### config.mk
export PLATFORM = sky130hd
export DESIGN_NAME = clock_divider_multi
export DESIGN_NICKNAME = d
export VERILOG_FILES = /design/src/rtl/clock_divider_multi.sv
export SDC_FILE = /design/constraint.sdc
export NUM_CORES = 1
export LEC_CHECK = 0
export CORE_AREA = 4 4 179 111
export CTS_CLUSTER_DIAMETER = 100
export DETAILED_ROUTE_END_ITERATION = 10
export DIE_AREA = 0 0 183 115
export GPL_TIMING_DRIVEN = 0
export PLACE_DENSITY = 0.69
export SLEW_MARGIN = 5
export SYNTH_ARGS = -nofsm -noshare
export SYNTH_HDL_FRONTEND = slang
export SYNTH_SLANG_ARGS = --single-unit
### constraint.sdc
create_clock -name clk -period 2.2 [get_ports clk]
set_input_delay 0.33 -clock clk [delete_from_list [all_inputs] [get_ports clk]]
set_output_delay 0.33 -clock clk [all_outputs]
set_load 0.005 [all_outputs]
### src/rtl/clock_divider_multi.sv
`default_nettype none
// ============================================================================
//  Module   : clock_divider_multi
//  Purpose  : Multi-channel programmable clock divider. Each channel has a
//             runtime-writable divide ratio N = div+1 (1..2^WIDTH), its own
//             count enable, a one-cycle tick strobe and a near-50% duty
//             divided square wave. A global sync restarts all channels
//             phase-aligned.
//  Ports    :
//     clk      in   system clock, rising edge
//     reset_n  in   asynchronous active-low reset
//     wr_en    in   divisor write strobe
//     wr_addr  in   [ADDR_WIDTH-1:0] channel index for the write
//     wr_data  in   [WIDTH-1:0] new divisor (ratio = wr_data+1)
//     enable   in   [CHANNELS-1:0] per-channel count enable
//     sync     in   synchronous restart of all channel counters
//     tick     out  [CHANNELS-1:0] one-cycle strobe every N enabled cycles
//     divclk   out  [CHANNELS-1:0] divided square wave
//  Revision : 1.0  initial release
// ============================================================================
module clock_divider_multi #(
   parameter int WIDTH      = 16,
   parameter int CHANNELS   = 4,
   parameter int ADDR_WIDTH = 2
) (
   input  logic                  clk,
   input  logic                  reset_n,
   input  logic                  wr_en,
   input  logic [ADDR_WIDTH-1:0] wr_addr,
   input  logic [WIDTH-1:0]      wr_data,
   input  logic [CHANNELS-1:0]   enable,
   input  logic                  sync,
   output logic [CHANNELS-1:0]   tick,
   output logic [CHANNELS-1:0]   divclk
);

   generate
      for (genvar c = 0; c < CHANNELS; c++) begin : g_chan
         // Only indices below CHANNELS have a decoder here, so writes to
         // out-of-range addresses simply match nothing.
         localparam logic [ADDR_WIDTH-1:0] c_idx = ADDR_WIDTH'(c);

         logic [WIDTH-1:0] r_div;
         logic [WIDTH-1:0] r_cnt;
         logic             r_tick;
         logic             r_divclk;
         logic             w_wr_hit;
         logic             w_wrap;
         logic             w_high;

         assign w_wr_hit = wr_en && (wr_addr == c_idx);
         // >= rather than == so that shrinking div below the current count
         // wraps on the next enabled edge instead of running to 2^WIDTH.
         assign w_wrap   = (r_cnt >= r_div);
         // High for cnt = 0..floor(div/2): ceil(N/2) of every N cycles.
         assign w_high   = (r_cnt <= (r_div >> 1));

         // Divisor register: independent of sync/enable, so a write in the
         // same cycle as sync still lands.
         always_ff @(posedge clk or negedge reset_n) begin
            if (!reset_n) begin
               r_div <= '0;
            end else if (w_wr_hit) begin
               r_div <= wr_data;
            end
         end

         always_ff @(posedge clk or negedge reset_n) begin
            if (!reset_n) begin
               r_cnt    <= '0;
               r_tick   <= 1'b0;
               r_divclk <= 1'b0;
            end else if (sync) begin
               r_cnt    <= '0;
               r_tick   <= 1'b0;
               r_divclk <= 1'b0;
            end else if (enable[c]) begin
               r_cnt    <= w_wrap ? '0 : r_cnt + WIDTH'(1);
               r_tick   <= w_wrap;
               r_divclk <= w_high;
            end else begin
               // Paused: square wave and count freeze, strobe drops.
               r_tick   <= 1'b0;
            end
         end

         assign tick[c]   = r_tick;
         assign divclk[c] = r_divclk;
      end
   endgenerate

endmodule
`default_nettype wire

==> out/metrics.sh, run 1 <==
GRT_USE_TOTAL_PCT=23.27
CP_MAX_FO=7
POST_SYNTH_NUM_CELL_TYPES=57
FINALMAXSLEWVIOLATIONS=0
CLK_PATH_BUF_DEPTH=2
ROUTEDWLPERCELL_UM=19.06
POST_SYNTH_MUX_AREA_SHARE_PCT=7.046
FP-ROW-COUNT=38
FAMILY_WITH_THE_MOST_DELAY_ON_THE_WORST_PATH='simple AND/OR/NAND/NOR gates'
PLACE_INST=1199
NUMBER_OF_GLOBAL_ROUTE_VIAS_BEFORE_REPAIR=7240
SYN-CELL-AREA_UM2=9004
CRIT_REQUIRED_NS=2.50
CTS_ROOT_BUF='sky130_fd_sc_hd__clkbuf_16'
SYNTH-SIMPLE-AREA-SHARE_PCT=16.37
HTREE_NUM_LEVELS=4
PLACE.DETAILED.HPWL_UM=16200
NUM_ANTENNA_CELLS=0
N_FILL_CELL=1419
TOTAL_BUFFERS_AND_INVERTERS_TRAVERSED_BY_THE_CRITICAL_PATH=2
UNREPAIRED_SETUP_ENDPOINTS_AFTER_GLOBAL_ROUTING='true'
STATUS='finished with violations'
ANT_NETS=0
FLOORPLAN.DIE_AREA_UM2=21050
CRITICALPATHCATEGORY='reg -> reg'
GRT_FIRST_PASS_WIRELENGTH_UM=38940
HOLD_VIOLATION_TOTAL_FROM_THE_FINAL_REPORT=0
FIRSTDRTPASSITERS=7
VIA_PER_INST=5.878
CTS_TREE='yes'
SYNTH_ADDER_AREA_SHARE_PCT=17.79
CRIT_PATH_LAUNCH='g_chan[2].r_cnt[4]'
SETUP-VIOLATIONS-FINAL=63
REGAREA_UM2=3443
AREA_OF_THE_MULTI_INPUT_GATES_UM2=5836
PLACE_CONGESTION=0.8684
DIE_WIDTH_UM=183
NUMCTSBUFFERS=17
MIN-DELAY-PATH-CLASS='in -> async'
FIN_AREA_UM2=11780
TIGHTEST_SLEW_NS=1.066
CRITICAL_PATH.SLOWEST_CELL='sky130_fd_sc_hd__or4_4'
DP_WORST_SETUP_SLACK_NS=-0.4841
SYNTH_NETS=1079
DRT_DRC_VIOLATIONS_LEFT=0
MAX-CAP-VIOLATIONS=0
PLACED_AREA_UM2=9716
SYNTH_EDF_COUNT=0
STATIC-LEAKAGE-POWER_nW=5.530
SYNTH-COMPOUND-AREA-SHARE_PCT=15.09
WORST_SLEW_MARGIN_REL_PCT=28.70
VERTICAL_EXTENT_OF_THE_DIE_UM=115
YS_ASYNC_SR_FRACTION_PCT=100.0
PORT-BUFFER-COUNT=33
CRIT_PATH_CELL_TRACE='ha_1 > nand2_1 > or4_4 > o32ai_4 > nor4_4 > buf_6 > buf_8 > mux2_2'
SHARE_OF_CELLS_ABOVE_DRIVE_STRENGTH_1_PCT=31.04
CLOCK.FMAX_GHz=0.4061
MOST_FREQUENT_CELLS_IN_THE_LAYOUT='sky130_fd_sc_hd__ha_1 (111), sky130_fd_sc_hd__dfrtp_1 (104), sky130_fd_sc_hd__nand2_1 (71), sky130_fd_sc_hd__inv_1 (69), sky130_fd_sc_hd__buf_4 (59)'
GRT_START_MAX_NET_PINS=71
NETS=1201
GRT_ANTENNA_BEFORE_REPAIR=1
YOSYSSEQAREASHARE_PCT=37.80
FIN_CELLS=1300
CORE_AREA_UM2=18070
LARGEST_FAMILY_OF_LOGIC_CELLS_BY_SYNTHESIZED_AREA='adder cells'
DRT-INITIAL-DRC-COUNT=469
TOP_LEVEL_PORTS=34
YOSYS_WARNINGS=0
GLOBALROUTE.TOTALOVERFLOW=0
SYNTHESIS.INSTANCES=925
PARITY_GATE_SHARE_OF_THE_SYNTHESIZED_AREA_COUNTING_XOR_AND_XNOR_CELLS_PCT=0.09728
FLOORPLAN.INITIALDENSITY_PCT=49.83
DETAILROUTE.VIA_COUNT=7641
REG2REG_FROM='g_chan[2].r_cnt[4]'
AREA.GROWTH.SYNTH_TO_FINAL_PCT=30.82
FINALWORSTPATHREQUIREDPERIOD_NS=2.463
SYNTH_FF_TYPE='sky130_fd_sc_hd__dfrtp_1'
FINAL.PERIOD_UTILIZATION_PCT=111.9
TYPE_OF_ELEMENT_CAPTURING_THE_CRITICAL_PATH='flip-flop'
CTS.CLK_SLEW.WORST_PATHS_NS=0.06
WORST_EP_ARRIVAL_TIME_NS=2.76
CLOCK_LATENCY_NS=0.42
POSTROUTEWIRELENGTH_UM=24770
TOTAL_NUMBER_OF_CLOCK_TREE_SINKS=136
STARTPOINT_TYPE='flip-flop'
FIN_WS_NS=-0.2627
VIOLATIONS='setup timing'
AVGSYNTHCELLAREA_UM2=9.734
YS_FF_LATCH=136
FINAL_COMMON_CELL='sky130_fd_sc_hd__ha_1'
IRDROPWORSTVDD_uV=641.7
FINALCLOCKSKEW_NS=0.01195
POWER_DENSITY_nW_PER_UM2=652.6
STAGE_DELAY_OF_THE_SLOWEST_CELL_ON_THE_CRITICAL_PATH_NS=0.55
==> through the flow <==
step	power (mW)	util [%]	setup TNS, ns	hold slack [ns]
2_1_floorplan	3.808	-	-0.2419	0.03441
3_3_place_gp	4.198	53.62	-687.38	0.4878
3_5_place_dp	4.250	53.77	-22.95	0.3845
4_1_cts	7.549	61.65	-9.347	0.5073
5_1_grt	8.087	65.19	-13.23	0.5159
6_report	7.687	65.19	-9.448	0.4833
==> layout make-up <==
type                       instances  area share [%]
multi-input combinational        676           49.54
sequential                       136           29.23
timing repair buffer             105           8.817
clock buffer                      21           4.079
tap                              240           2.549
inverter                          79           2.518
buffer                            32           2.029
clock inverter                    11           1.232
==> metal layers <==
| layer | share of wire, % | up-vias | wire (um) | track usage, % |
|---|---|---|---|---|
| li1 | - | 3649 | - | - |
| met1 | 50 | 3758 | 12480 | 36.14 |
| met2 | 43 | 208 | 10530 | 33.26 |
| met3 | 6.1 | 26 | 1515 | 4.995 |
| met4 | 0.99 | 0 | 246 | 4.911 |
| met5 | 0 | - | 0 | 0 |
==> registers in the layout, indices dropped and copies added, names as in the netlist <==
register	cells
g_chan.r_divclk	4
g_chan.r_tick	4
g_chan.r_div	64
g_chan.r_cnt	64
==> where the power goes <==
group          switching, mW  internal, mW
combinational          0.935         0.807
sequential             0.151          2.75
clock                   1.15          1.90
total                   2.23          5.45
==> logic make-up (layout without fill, tap and decap cells) <==
family | Yosys count | after routing
DFF | 136 | 136
xor gates and xnor gates | 1 | 1
and+or+nand+nor | 275 | 275
muxes | 57 | 57
AOI/OAI and AO/OA | 215 | 215
buffers and inverters | 113 | 248
adders and majority gates | 128 | 128
==> Yosys cell counts, types with 2 or more instances <==
| cell | instances | area share (%) |
|---|---|---|
| sky130_fd_sc_hd__a2111oi_0 | 15 | 1.5 |
| sky130_fd_sc_hd__a211oi_1 | 2 | 0.17 |
| sky130_fd_sc_hd__a21o_1 | 24 | 2.0 |
| sky130_fd_sc_hd__a21oi_1 | 64 | 3.6 |
| sky130_fd_sc_hd__a221o_1 | 4 | 0.44 |
| sky130_fd_sc_hd__a22o_1 | 5 | 0.49 |
| sky130_fd_sc_hd__a22oi_1 | 2 | 0.17 |
| sky130_fd_sc_hd__a311oi_1 | 4 | 0.39 |
| sky130_fd_sc_hd__a31oi_1 | 20 | 1.4 |
| sky130_fd_sc_hd__a41oi_1 | 3 | 0.29 |
| sky130_fd_sc_hd__and2_1 | 2 | 0.14 |
| sky130_fd_sc_hd__and3_1 | 27 | 1.9 |
| sky130_fd_sc_hd__and4_1 | 3 | 0.29 |
| sky130_fd_sc_hd__buf_2 | 4 | 0.22 |
| sky130_fd_sc_hd__buf_4 | 8 | 0.67 |
| sky130_fd_sc_hd__buf_6 | 7 | 0.88 |
| sky130_fd_sc_hd__clkbuf_1 | 14 | 0.58 |
| sky130_fd_sc_hd__dfrtp_1 | 136 | 38 |
| sky130_fd_sc_hd__ha_1 | 128 | 18 |
| sky130_fd_sc_hd__inv_1 | 79 | 3.3 |
| sky130_fd_sc_hd__mux2_2 | 51 | 6.4 |
| sky130_fd_sc_hd__mux2i_1 | 6 | 0.67 |
| sky130_fd_sc_hd__nand2_1 | 75 | 3.1 |
| sky130_fd_sc_hd__nand2b_1 | 13 | 0.90 |
| sky130_fd_sc_hd__nand3_1 | 38 | 2.1 |
| sky130_fd_sc_hd__nand3b_1 | 2 | 0.17 |
| sky130_fd_sc_hd__nand4_1 | 23 | 1.6 |
| sky130_fd_sc_hd__nand4b_1 | 4 | 0.39 |
| sky130_fd_sc_hd__nor2_1 | 33 | 1.4 |
| sky130_fd_sc_hd__nor2b_1 | 7 | 0.49 |
| sky130_fd_sc_hd__nor3_1 | 12 | 0.67 |
| sky130_fd_sc_hd__nor3b_1 | 7 | 0.58 |
| sky130_fd_sc_hd__nor4_1 | 3 | 0.21 |
| sky130_fd_sc_hd__o211ai_1 | 8 | 0.67 |
| sky130_fd_sc_hd__o21a_1 | 5 | 0.42 |
| sky130_fd_sc_hd__o21ai_0 | 50 | 2.8 |
| sky130_fd_sc_hd__o21ai_1 | 2 | 0.11 |
| sky130_fd_sc_hd__or2_2 | 3 | 0.21 |
| sky130_fd_sc_hd__or3_1 | 9 | 0.63 |
| sky130_fd_sc_hd__or4_1 | 5 | 0.42 |
| sky130_fd_sc_hd__or4b_1 | 2 | 0.22 |
==> what timing repair did <==
item	CTS	global route
gates cloned	9	1
pin swaps	50	45
setup endpoints to repair	66	68
hold buffers	1	0
endpoints found under the hold margin	66	0
gates resized for setup	127	98
setup buffers	32	29
==> worst paths after layout <==
kind,slack [ns],cells after the start,endpoint
setup / recovery,-0.26,8,g_chan[2].r_cnt[0]
setup reg to reg,-0.26,8,g_chan[2].r_cnt[0]
min in group clk,0.51,1,g_chan[2].r_div[15]
hold / removal,0.48,2,g_chan[2].r_cnt[12]
hold reg to reg,0.51,1,g_chan[2].r_div[15]
max in group asynchronous,0.91,3,g_chan[0].r_cnt[1]
Note: power is estimated with default switching activity, not from simulation.
==> inputs of run 2 (changes only) <==
CAP_MARGIN = 20   (was default)
HOLD_SLACK_MARGIN = 0.05   (was default)
==> results of run 2 <==
No change in the layout: final DEF, timing and power equal those of run 1.
